`config.mk`:
```
export PLATFORM = sky130hd
export DESIGN_NAME = multu_hilo_unit
export DESIGN_NICKNAME = d
export VERILOG_FILES = /design/src/rtl/multu_hilo_unit.sv
export SDC_FILE = /design/constraint.sdc
export NUM_CORES = 1
export LEC_CHECK = 0
export ABC_AREA = 0
export CORE_ASPECT_RATIO = 1.1
export CORE_MARGIN = 5
export CORE_UTILIZATION = 35
export DETAILED_ROUTE_END_ITERATION = 6
export PLACE_DENSITY = 0.64
export SLEW_MARGIN = 20
export SYNTH_ARGS = -nofsm -noshare
export SYNTH_HDL_FRONTEND = slang
export SYNTH_SLANG_ARGS = --single-unit
```
`constraint.sdc`:
```
create_clock -name clk -period 6.9 [get_ports clk]
set_clock_uncertainty 0.05 [all_clocks]
set_input_delay 0.69 -clock clk [delete_from_list [all_inputs] [get_ports clk]]
set_output_delay 0.69 -clock clk [all_outputs]
set_load 0.05 [all_outputs]
```
`src/rtl/multu_hilo_unit.sv`:
```
// multu_hilo_unit
//
// Multi-cycle unsigned WIDTH x WIDTH shift-add multiplier with the HI/LO
// registers of the MIPS execute stage. A MULTU is accepted from IDLE and then
// iterates WIDTH times. HI/LO are written together on the last iteration, and
// done pulses for one cycle afterwards. MFHI/MFLO read HI/LO combinationally.
// A stall is requested only while a multiply is in flight and a dependent
// HI/LO access or another MULTU is present in EX.
//
// Ports:
//   clk      system clock, rising-edge
//   rst      asynchronous active-high reset
//   start    MULTU in EX (level, sampled every edge; ignored while busy)
//   src_a    multiplicand (rs)
//   src_b    multiplier (rt)
//   rd_hi    MFHI in EX (priority over rd_lo)
//   rd_lo    MFLO in EX
//   rd_data  HI if rd_hi, else LO (combinational)
//   busy     multiply in progress
//   stall    pipeline hold request
//   done     one-cycle pulse after HI/LO were written
//   hi, lo   architectural HI/LO registers

module multu_hilo_unit #(
  parameter int unsigned WIDTH = 32
) (
  input  logic             clk,
  input  logic             rst,
  input  logic             start,
  input  logic [WIDTH-1:0] src_a,
  input  logic [WIDTH-1:0] src_b,
  input  logic             rd_hi,
  input  logic             rd_lo,
  output logic [WIDTH-1:0] rd_data,
  output logic             busy,
  output logic             stall,
  output logic             done,
  output logic [WIDTH-1:0] hi,
  output logic [WIDTH-1:0] lo
);

  localparam int unsigned CntW = $clog2(WIDTH) + 1;
  localparam int unsigned AccW = 2 * WIDTH + 1;

  typedef enum logic {
    StIdle,
    StRun
  } state_e;

  state_e state_q, state_d;

  logic [WIDTH-1:0] mcand_q, mcand_d;
  // acc[2W] is the carry out of the partial-product add, acc[W-1:0] holds the
  // remaining multiplier bits, which shift out as product bits shift in.
  logic [AccW-1:0]  acc_q, acc_d;
  logic [CntW-1:0]  count_q, count_d;
  logic [WIDTH-1:0] hi_q, hi_d;
  logic [WIDTH-1:0] lo_q, lo_d;
  logic             done_q, done_d;

  logic [WIDTH:0]   sum;
  logic [AccW-1:0]  acc_step;
  logic             last_iter;

  // One shift-add iteration: conditionally add the multiplicand into the
  // upper half (keeping the carry), then shift the whole accumulator right.
  always_comb begin
    sum      = {1'b0, acc_q[2*WIDTH-1:WIDTH]};
    if (acc_q[0]) begin
      sum = {1'b0, acc_q[2*WIDTH-1:WIDTH]} + {1'b0, mcand_q};
    end
    acc_step  = {1'b0, sum, acc_q[WIDTH-1:1]};
    last_iter = (count_q == CntW'(WIDTH - 1));
  end

  always_comb begin
    state_d = state_q;
    mcand_d = mcand_q;
    acc_d   = acc_q;
    count_d = count_q;
    hi_d    = hi_q;
    lo_d    = lo_q;
    done_d  = 1'b0;

    unique case (state_q)
      StIdle: begin
        if (start) begin
          mcand_d = src_a;
          acc_d   = {{(WIDTH + 1){1'b0}}, src_b};
          count_d = '0;
          state_d = StRun;
        end
      end
      StRun: begin
        acc_d   = acc_step;
        count_d = count_q + CntW'(1);
        if (last_iter) begin
          // The product commits on the same edge as the final iteration.
          hi_d    = acc_step[2*WIDTH-1:WIDTH];
          lo_d    = acc_step[WIDTH-1:0];
          done_d  = 1'b1;
          state_d = StIdle;
        end
      end
      default: state_d = StIdle;
    endcase
  end

  always_ff @(posedge clk or posedge rst) begin
    if (rst) begin
      state_q <= StIdle;
      mcand_q <= '0;
      acc_q   <= '0;
      count_q <= '0;
      hi_q    <= '0;
      lo_q    <= '0;
      done_q  <= 1'b0;
    end else begin
      state_q <= state_d;
      mcand_q <= mcand_d;
      acc_q   <= acc_d;
      count_q <= count_d;
      hi_q    <= hi_d;
      lo_q    <= lo_d;
      done_q  <= done_d;
    end
  end

  assign busy    = (state_q == StRun);
  // A MULTU arriving during RUN is held by the pipeline and accepted on the
  // first IDLE edge, which is the done cycle.
  assign stall   = busy & (start | rd_hi | rd_lo);
  assign rd_data = rd_hi ? hi_q : lo_q;
  assign done    = done_q;
  assign hi      = hi_q;
  assign lo      = lo_q;

endmodule

```
[Word-level counts from Yosys, hierarchy flattened]
Index checks and enable logic that the tools add are counted.
Storage, ports and cells
  register bits after elaboration: 168
  input bits: 69
  output and inout bits: 99
  word-level logic and storage cells: 28
Cells by class
  add/sub/neg operators: 2
  eq/ne operators: 2
  mux-type cells: 11
  bitwise operators: 4
  reductions and logical operators: 2
Operators with widths (number)
  $pmux 64 s2: 1
  $mux 64: 1
  $add 32x32->33: 1
  $mux 33: 1
  $mux 32: 1
  $pmux 6 s2: 1
  $add 6x1->6 const B: 1
  $eq 6x5->1 const B: 1
  $mux 6: 1
  $mux 1: 4
  $reduce_and 2->1: 2
  $ne 2x2->1 const B: 1
  $or 1x1->1: 2
  $pmux 1 s2: 1
  $and 1x1->1: 1
  $not 1->1: 1

[Logic depth before layout (Yosys ltp)]
  depth in word-level cells: 3
  gate-level depth with buffers: 10
  mapped depth without buffers: 10

[Worst setup path before layout]
Ideal clock, no wire load.
  path kind: reg2reg
  from: reg mcand_q[0]
  to: reg hi_q[29] (netlist: hi[29])
  arrival: 2.792 ns
  data required time: 6.725 ns
  setup slack: 3.933 ns
  cell stages (with the launch flop): 11
  path buffers: 0
  path through: dfrtp_1 ha_1 fa_1 a21o_1 nand4_1 a21oi_2 or4b_4 a21oi_4 nor4_1 or4b_1 mux2_4
Between the ends
  cells in the longest elaborated chain, start to end: 2
Ends and longest elaborated chain
  from (decl): RTL line 52  | logic [WIDTH-1:0] mcand_q, mcand_d;
  from (signal assigned): RTL line 120  | mcand_q <= mcand_d;
  $add 32x32->33: RTL line 70  | sum = {1'b0, acc_q[2*WIDTH-1:WIDTH]} + {1'b0, mcand_q};
  $mux 33: RTL line 69  | if (acc_q[0]) begin
  to (signal assigned): RTL line 123  | hi_q <= hi_d;
  to (decl): RTL line 57  | logic [WIDTH-1:0] hi_q, hi_d;
No other way between the ends.
A chain may end at the register's enable or synchronous reset.

[Final worst setup path]
  from: reg state_q (netlist: busy)
  to: out busy
RTL lines
  from (decl): RTL line 50  | state_e state_q, state_d;
  from (signal assigned): RTL line 111  | state_q <= StIdle;
  from (signal assigned): RTL line 119  | state_q <= state_d;
  to (decl): RTL line 35  | output logic busy,
No word-level cell between the ends.

==> summary.md <==
| Metric | Value |
|---|---|
| # Post-CTS Setup Buffers | `0` |
| Vias in the first global route | `~7500` |
| RSZ-0062 raised after global routing | `no` |
| Via Count | `roughly 8000` |
| Row count | `between 60 and 70` |
| R2R Path Start | `acc_q[32]` |
| Final WL | `25.4 mm` |
| Critical Path AT | `2840 ps` |
| DR vias/cell | `5.14` |
| Dpl hpwl | `18.6 mm` |
| Max-slew headroom | `between 30 and 40%` |
| Outcome | `complete, no violations` |
| Internal Power | `3.40 mW` |
| Clock network power share | `14.0%` |
| Io pins | `168` |
| Clk root buf | `clkbuf_16` |
| Drt first pass iters | `4` |
| Initial Util | `35.4%` |
| CTS H-tree lvls | `4` |
| Post-Synth Simple-Gate Area | `19.5%` |
| GRT Util Overall | `16.9%` |
| Dpl ws | `between 3000 and 4000 ps` |
| Core Area | `between 0.02 and 0.03 mm^2` |
| Worst-Margin Slew | `between 900 and 1000 ps` |
| Biggest area consumer among synthesized cells | `dfrtp_1` |
| EDFF count, synth | `0` |
| Antenna viol nets, final | `0` |
| Number of DRC markers in iteration 0 | `391` |
| Clock Latency Late Sink | `430 ps` |
| Adder-Cell Fraction of Synth Area | `under 10%` |
| # setup viols final | `0` |
| Synth Cell Area | `0.00922 mm^2` |
| Period minus WS final | `3580 ps` |
| Synthesized Nets | `between 1000 and 1500` |
| Slew Limit Fails | `0` |
| Number of buffers created by CTS | `17` |
| Max Clk Rate | `279 MHz` |
| Leakage | `5.50 nW` |
| Sink Count | `between 150 and 200` |
| Gate power share | `58.1%` |
| Switch share | `49.5%` |
| Max-cap violations | `0` |
| CTS tree | `done` |
| Synthesized area per cell | `8.97 um^2` |
| WL per Instance | `16.7 um` |
| Final Hold Vio Count | `0` |
| First-pass GRT wire length | `40.6 mm` |
| Drc violations | `0` |
| Most common cell after layout, fill and taps aside | `nand2_1` |
| Chip Height | `180 um` |
| N_diodes | `0` |
| Yosys warning count | `0` |
| Setup_tns | `0 ps` |
| Crit share post-route | `51.9%` |
| Post-synthesis mux area share | `roughly 10%` |
| Initial antenna violation count | `0` |
| Synth Area in Compound Gates | `15.2%` |
| Tightest Hold Check Type | `reg2reg` |
| Fin nets | `1259` |
| Cells taking the most area after synthesis | `dfrtp_1 (46%), nand2_1 (12%), mux2i_1 (4.8%)` |
| Reg clk slew, reported paths | `70 ps` |
| Worst Setup SP | `busy` |
| Deepest clock path buffer count | `2` |
| Distinct cells, synth | `65` |
| Die Footprint | `just under 0.03 mm^2` |
| Max VDD drop | `0.214 mV` |
| Critical Path Fanout Max | `53` |
| #FFs+latches synth | `roughly 170` |
| Reg power frac | `27.9%` |
| HP Start | `count_q[5]` |
| Port bufs | `167` |
| Chip width | `165 um` |
| GP Congestion | `0.878` |
| Share of cells above drive strength 1 | `approximately 9%` |
| Critical path class | `reg2out` |
| Largest net degree at the start of global routing | `113` |
| Synth Instances | `about 1000` |
| WP data required | `6160 ps` |
| CP Capture Type | `output pin` |
| Post-cts sizing count | `0` |
| Power Density | `573 mW/mm^2` |
| Post-layout power | `6.72 mW` |
| Main combinational cell family by area after synthesis | `simple AND/OR/NAND/NOR gates` |
| GR Overflow Total | `0` |
| Crit start category | `flip-flop` |
| P_sw | `3.33 mW` |
| Async S/R FF share, synth | `100%` |
| Hold-fix buffers, CTS | `0` |
| Commonest cells after routing, fill and taps aside | `nand2_1 (298), dfrtp_1 (167), clkdlybuf4s50_1 (166), o21ai_0 (70), a21oi_1 (46)` |
| Post-synthesis xor/xnor area fraction | `1.71%` |
| Top FF cell, synth | `dfrtp_1` |
| Layout area overhead | `27.2%` |
| Post-synth top area share | `roughly 46%` |
| Final worst slack | `3320 ps` |
| Post-synthesis sequential area ratio | `45.6%` |
through the flow:
stage / util (%) / hold WS (ps) / cells / cell area [um^2]
after floorplan: - / 394 / 1028 / 9220
after global placement: 42.8 / 419 / 1489 / 11100
after detailed placement: 42.8 / 421 / 1489 / 11100
after CTS: 45.0 / 430 / 1521 / 11700
after global routing: 45.0 / 458 / 1521 / 11700
final: 45.0 / 432 / 1521 / 11700
critical path, cell delays in order, from the launching register on:
cell	delay, ps
dfrtp_2	970
buf_4	530
clkdlybuf4s50_1	900
state kept, by name (all words and copies together) (netlist names):
| register | count |
|---|---|
| acc_q | 64 |
| done | 1 |
| hi | 32 |
| mcand_q | 32 |
| count_q | 6 |
| busy | 1 |
| lo | 32 |
logic make-up (layout without fill, tap and decap cells):
family          count (synthesis)  in the layout
mux                            87             87
buf+inv                        79            220
simple gates                  421            421
compound gates                221            221
flops                         168            168
fa+ha+maj                      34             34
xor+xnor                       18             18
power by group through the flow:
stage	Clock (mW)	Sequential (mW)	Combinational (mW)
finish	0.944	1.87	3.91
global route	1.01	1.94	4.22
CTS	0.963	1.87	3.92
detailed placement	0	1.89	3.90
global placement	0	1.88	3.86
floorplan	0	2.30	2.31
synth_stat cells (10+ instances only):
| cell type | n |
|---|---|
| nand3_1 | 23 |
| clkbuf_1 | 56 |
| nand2_1 | 299 |
| buf_1 | 10 |
| nand4_1 | 11 |
| dfrtp_1 | 168 |
| o21ai_0 | 70 |
| a31oi_1 | 21 |
| mux2_2 | 39 |
| a21oi_1 | 46 |
| nor2_1 | 30 |
| a21o_1 | 20 |
| mux2i_1 | 44 |
| ha_1 | 33 |
| inv_1 | 11 |
| and3_1 | 18 |
| nor2b_1 | 10 |
routing by layer:
metal,GRT usage (%),wire length (um)
met5,0,0
met4,3.93,291
met3,3.27,1280
met2,26.3,11500
met1,24.4,12300
cell type report:
cell class              instances  area (um^2)
well taps                     352          440
clock inverters                15          155
flip-flops and latches        168         4210
multi-input cells             781         4720
fillers                      2554        14300
repair buffers                176         1730
inverters                      12         52.6
clock buffers                  17          425
worst paths after layout:
check,to,slack [ps],cells past startpoint
min in group asynchronous,lo[6],750,2
min reg2reg,count_q[5],430,1
min,count_q[5],430,1
max,busy,3320,2
max in group asynchronous,hi[13],4810,3
max reg2reg,hi[29],3710,10
(Power assumes the default switching activity.)
==> variant 1, RTL diff (same flow settings) <==
The parameter `WIDTH` goes from 32 to 64.
--- a/src/rtl/multu_hilo_unit.sv
+++ b/src/rtl/multu_hilo_unit.sv
@@ -22,7 +22,7 @@
 //   hi, lo   architectural HI/LO registers
 
 module multu_hilo_unit #(
-  parameter int unsigned WIDTH = 32
+  parameter int unsigned WIDTH = 64
 ) (
   input  logic             clk,
   input  logic             rst,
Ports: changed (5 resized); port bits go from 168 to 328. No check against the original RTL was run, so the function may have changed too.
==> variant 1 against the original RTL <==
Non-clock buffer count rose by 166; die area grew 90%; core utilization up 0.40 points; cell area grew 98%; sequential cell count up 161; routed wire length is 140% higher; area after synthesis increased by 97%; synthesized cell count is 99% higher; setup slack got worse by 420 ps; power grew 88%; count of clock-buffer cells in the layout rose by 36; global-route usage is 4.4 points higher; critical path type is now register to register; highest routed layer is now met5.
==> variant 1: results <==
group,metric,value,unit
placed_design,gp_routability_congestion,0.9677,
global_route,grt_first_pass_wirelength,95590,um
detailed_routing,met3_length,3606,um
placed_design,portBuffers,327,
clock_network,root_buffer,"sky130_fd_sc_hd__clkbuf_16",
global_route,grt.met3_usage,0.04337,
global_route,global_route.usage.total,0.2135,
timing,achievable-frequency,250.3,MHz
detailed_routing,route.detailed.vias_per_inst,5.264,
global_route,globalRouteMet1Util,0.2540,
worst_setup_path,setup.reg_to_reg.worst_slack,2900,ps
clock_network,cts_setup_buffers,0,
layout,post_route_cells_drive_above_1_share,0.09610,
placed_design,place_ws,3047,ps
detailed_routing,detail_route.wirelength,61380,um
layout,registers.top_by_ff_count,"acc_q",
clock_network,clock_tree.htree_level_count,2,
timing,slew_headroom,0.2045,
detailed_routing,drt_pre_antenna_iters,5,
global_route,pin_count_of_the_biggest_net_entering_global_routing,166,
detailed_routing,topmost_layer_with_routed_signal_wires,"met5",
worst_hold_path,min_to,"mcand_q[12]",
worst_setup_path,ff2ff_path_depth,14,
layout,finalNetCount,2503,
synth,synth_seq_area_share,0.4534,
synth,synth_common_cells,"617 x sky130_fd_sc_hd__nand2_1, 329 x sky130_fd_sc_hd__dfrtp_1, 162 x sky130_fd_sc_hd__o21ai_0",
global_route,antenna_violations_before_repair,1,
worst_hold_path,min_path_cells,2,
detailed_routing,dr_wl_met2,31210,um
detailed_routing,initialDrtViolationCount,1093,
global_route,grt_pass1_vias,16243,
clock_network,clkLatencyLatePin,560,ps
worst_setup_path,timing.critical_path.fanout_max,5,
worst_setup_path,setup.worst_path.class,"register to register",
placed_design,place.detailed.hpwl,45090,um
worst_setup_path,rr_startpoint,"acc_q[64]",
layout,n_antenna_cell,0,
global_route,use_met2,0.3769,
clock_network,clk_path_buf_depth,3,
clock_network,tritoncts.num_buffers,39,
worst_hold_path,hp-start,"mcand_q[12]",
worst_setup_path,worstPathArrival,4370,ps
power_and_ir_drop,p_leak,0.01095,uW
worst_hold_path,hp-class,"register to register",
synth,synthesis.nets,2248,
power_and_ir_drop,total_switching_power,5809,uW
power_and_ir_drop,peak_supply_drop,0.2451,mV
layout,largest_register_ffs,128,
worst_setup_path,crit_end,"hi[53]",
synth,synth_cell_types,60,
synth,ys_top_cells_by_area,"sky130_fd_sc_hd__dfrtp_1 45%, sky130_fd_sc_hd__nand2_1 13%, sky130_fd_sc_hd__mux2i_1 5.5%, sky130_fd_sc_hd__mux2_2 5.3%, sky130_fd_sc_hd__ha_1 4.5%",
outcome,result_of_the_run,"finished clean",
detailed_routing,wirelength_met1,24010,um
==> variant 1: cell count changes after synthesis, moves of 12 or more <==
cell and delta:
sky130_fd_sc_hd__nand2_1 +318, sky130_fd_sc_hd__dfrtp_1 +161, sky130_fd_sc_hd__o21ai_0 +92, sky130_fd_sc_hd__nor2_1 +66, sky130_fd_sc_hd__a21oi_1 +60, sky130_fd_sc_hd__mux2i_1 +55, sky130_fd_sc_hd__clkbuf_1 +54, sky130_fd_sc_hd__mux2_2 +46
sky130_fd_sc_hd__ha_1 +32, sky130_fd_sc_hd__a31o_2 +30, sky130_fd_sc_hd__xnor2_1 +26, sky130_fd_sc_hd__xor2_1 +15, sky130_fd_sc_hd__inv_1 +13, sky130_fd_sc_hd__o21bai_1 +12
==> variant 1: per-stage QoR <==
step | area (sq um) | cells | hold slack, ps
detailed placement | 21930 | 2930 | 424.9
global route | 23280 | 2998 | 463.7
CTS | 23280 | 2998 | 439.4
global placement | 21930 | 2930 | 418.3
floorplan | 18160 | 2049 | 402.3
finish | 23280 | 2998 | 435.5
==> variant 1: cells by family (layout without fill, tap and decap cells) <==
kind of cell / count (synthesis) / in the layout / synth area share
DFF: 329 / 329 / 0.4534
buffers and inverters: 154 / 436 / 0.03225
and+or+nand+nor: 813 / 813 / 0.1806
AOI/OAI and AO/OA: 444 / 444 / 0.1521
xor gates and xnor gates: 59 / 59 / 0.02846
muxes: 184 / 184 / 0.1073
adders and majority gates: 66 / 66 / 0.04589
==> variant 1: area by class of cell <==
cell class | count | area (sq um)
clock buffer | 53 | 1100
clock inverter | 15 | 251.5
fill | 4993 | 27990
inverter | 26 | 102.6
multi-input combinational | 1566 | 9354
sequential | 329 | 8238
tap | 667 | 834.6
timing repair buffer | 342 | 3403
==> variant 1: critical path, stage by stage, from the launching register on <==
cell and delay (ps):
sky130_fd_sc_hd__dfrtp_1 360, sky130_fd_sc_hd__ha_1 180, sky130_fd_sc_hd__inv_1 60, sky130_fd_sc_hd__fa_1 390, sky130_fd_sc_hd__nand2b_1 190, sky130_fd_sc_hd__a21oi_1 210
sky130_fd_sc_hd__o2111ai_1 290, sky130_fd_sc_hd__a2111oi_0 490, sky130_fd_sc_hd__buf_4 210, sky130_fd_sc_hd__o2111ai_1 190, sky130_fd_sc_hd__nand3_1 370, sky130_fd_sc_hd__a21boi_0 190
sky130_fd_sc_hd__xnor2_1 150, sky130_fd_sc_hd__mux2_2 270, sky130_fd_sc_hd__mux2_2 260
==> variant 1: power by group through the flow <==
stage / Sequential [uW] / Clock [uW] / Combinational [uW]
after CTS: 3460 / 2250 / 7050
final: 3440 / 2190 / 7030
after global routing: 3540 / 2330 / 7760
after detailed placement: 3480 / 0 / 7010
after global placement: 3460 / 0 / 6920
after floorplan: 3650 / 0 / 4750
==> variant 2, RTL diff (config.mk and constraints unchanged) <==
Made on the original files. `hi_q` no longer has a reset.
--- a/src/rtl/multu_hilo_unit.sv
+++ b/src/rtl/multu_hilo_unit.sv
@@ -112,7 +112,6 @@
       mcand_q <= '0;
       acc_q   <= '0;
       count_q <= '0;
-      hi_q    <= '0;
       lo_q    <= '0;
       done_q  <= 1'b0;
     end else begin
@@ -120,10 +119,13 @@
       mcand_q <= mcand_d;
       acc_q   <= acc_d;
       count_q <= count_d;
-      hi_q    <= hi_d;
       lo_q    <= lo_d;
       done_q  <= done_d;
     end
+  end
+
+  always_ff @(posedge clk) begin
+    hi_q <= hi_d;
   end
 
   assign busy    = (state_q == StRun);
Behaviour: same outputs for any inputs over 10 cycles, from zero or initial values and one cycle with rst high; that may be too few to reach the edited logic, so the function may still have changed.
==> variant 2 against the original RTL <==
Die area shrank 2.6%; cell count fell by 9.1%; critical path depth unchanged; cell area is 2.4% lower; first-iteration DRC count is 1.8% lower; sequential cell count unchanged; power down 14%; hold slack worse by 1.3 ps; area after synthesis decreased by 2.8%; setup slack gained 160 ps; routed wire length decreased by 10%.
==> variant 2: results <==
group,metric,value,unit
outcome,result_of_the_run,"finished clean",
clock_network,cts_setup_buffers,0,
detailed_routing,drt_pre_antenna_iters,5,
clock_network,tritoncts.num_buffers,17,
synth,syn_avg_cell_area,10.24,sq um
worst_hold_path,hp-class,"register to register",
synth,async_flop_share,0.8095,
worst_setup_path,worstPathArrival,2680,ps
global_route,grt_pass1_vias,6817,
synth,synth_cell_types,67,
worst_setup_path,worst_path_max_delay_cell,"sky130_fd_sc_hd__clkdlybuf4s50_1",
power_and_ir_drop,p_leak,0.005132,uW
layout,post_route_cells_drive_above_1_share,0.1389,
detailed_routing,routed-via-count,6886,
worst_setup_path,cp_slowest_stage_delay,900,ps
global_route,grt_first_pass_wirelength,37290,um
global_route,antenna_violations_before_repair,0,
worst_setup_path,crit_end,"busy",
placed_design,portBuffers,167,
synth,synth_compound_area_frac,0.1339,
worst_setup_path,worst_setup_path_startpoint,"busy",
global_route,global_route.usage.total,0.1600,
clock_network,clk_pin_slew_worst_paths,70,ps
synth,synth.area.mux_share,0.1390,
synth,synth_warnings,0,
layout,largest_register_ffs,64,
layout,n_antenna_cell,0,
synth,most_common_cell_in_the_synthesized_netlist,"sky130_fd_sc_hd__nand2_1",
synth,post_synth_fa_ha_maj_area_fraction,0.04827,
placed_design,place.detailed.hpwl,16670,um
clock_network,clkLatencyLatePin,420,ps
synth,synth_seq_area_share,0.4866,
worst_setup_path,timing.critical_path.fanout_max,60,
global_route,pin_count_of_the_biggest_net_entering_global_routing,84,
synth,synthesis.nets,979,
detailed_routing,detail_route.wirelength,22890,um
synth,post_synth_xor_area_fraction,0.02441,
power_and_ir_drop,peak_supply_drop,0.1892,mV
layout,layoutNonFillerInstCount,1383,
worst_setup_path,worstReg2RegEnd,"acc_q[61]",
placed_design,gp_routability_congestion,0.8431,
synth,ys_top_cells_by_area,"sky130_fd_sc_hd__dfrtp_1 38%, sky130_fd_sc_hd__edfxtp_1 11%, sky130_fd_sc_hd__mux2_2 10%, sky130_fd_sc_hd__nand2_1 8.5%, sky130_fd_sc_hd__ha_1 4.6%",
synth,synth-edff-count,32,
timing,worst_slew_pin_slew,881.5,ps
clock_network,post_cts_resized,0,
worst_setup_path,setup.reg_to_reg.worst_slack,3860,ps
detailed_routing,initialDrtViolationCount,384,
synth,synth_common_cells,"202 x sky130_fd_sc_hd__nand2_1, 136 x sky130_fd_sc_hd__dfrtp_1, 80 x sky130_fd_sc_hd__mux2_2",
layout,finalNetCount,1127,
worst_setup_path,rr_startpoint,"mcand_q[0]",
clock_network,clock_tree.htree_level_count,4,
==> variant 2: worst min-delay path: stages (launching register included) <==
cell and delay [ps]:
sky130_fd_sc_hd__dfrtp_1 350, sky130_fd_sc_hd__nand2_1 50, sky130_fd_sc_hd__nand2_1 50
==> variant 2: cell type report <==
| class | count | area, sq um |
|---|---|---|
| Tap cell | 346 | 432.9 |
| Inverter | 12 | 50.05 |
| Multi-Input combinational cell | 650 | 4329 |
| Clock buffer | 17 | 425.4 |
| Fill cell | 2394 | 13820 |
| Timing Repair Buffer | 175 | 1722 |
| Clock inverter | 15 | 118.9 |
| Sequential cell | 168 | 4368 |
==> variant 2: how the worst min path moves through the flow <==
| stage | to | startpoint | slack, ps | cells past startpoint |
|---|---|---|---|---|
| 2_1_floorplan | mcand_q[0] | mcand_q[0] | 400 | 2 |
| 3_3_place_gp | mcand_q[21] | mcand_q[21] | 420 | 2 |
| 3_5_place_dp | mcand_q[18] | mcand_q[18] | 420 | 2 |
| 4_1_cts | mcand_q[18] | mcand_q[18] | 440 | 2 |
| 5_1_grt | mcand_q[3] | mcand_q[3] | 470 | 2 |
| 6_report | mcand_q[18] | mcand_q[18] | 430 | 2 |
==> variant 2: cell families (layout without fill, tap and decap cells) <==
kind of cell / Yosys count / after routing
buffers and inverters: 58 / 219
multiplexers: 114 / 114
adder cells (fa/ha/maj): 34 / 34
AO/OA/AOI/OAI: 191 / 191
AND/OR/NAND/NOR: 286 / 286
flip-flops: 168 / 168
XOR/XNOR: 25 / 25
==> variant 2: per-stage QoR <==
stage / instance area, sq um / setup WS [ps]
after floorplan: 8969 / 2521
after global placement: 10900 / 3713
after detailed placement: 10900 / 3697
after CTS: 11450 / 3439
after global routing: 11450 / 3319
final: 11450 / 3484
==> variant 2: per-layer routing <==
layer | vias up | share of wire | track usage
li1 | 3400 | - | -
met1 | 3300 | 0.50 | 0.2399
met2 | 161 | 0.44 | 0.2373
met3 | 25 | 0.044 | 0.02811
met4 | 0 | 0.014 | 0.04579
met5 | - | 0 | 0
==> variant 2: where the power goes <==
group          internal [uW]  switching, uW  leakage, uW  total (uW)
Sequential              1470            331      0.00198        1800
Combinational           1270           1820      0.00288        3090
Clock                    468            420     0.000266         889
Total                   3210           2570      0.00513        5780
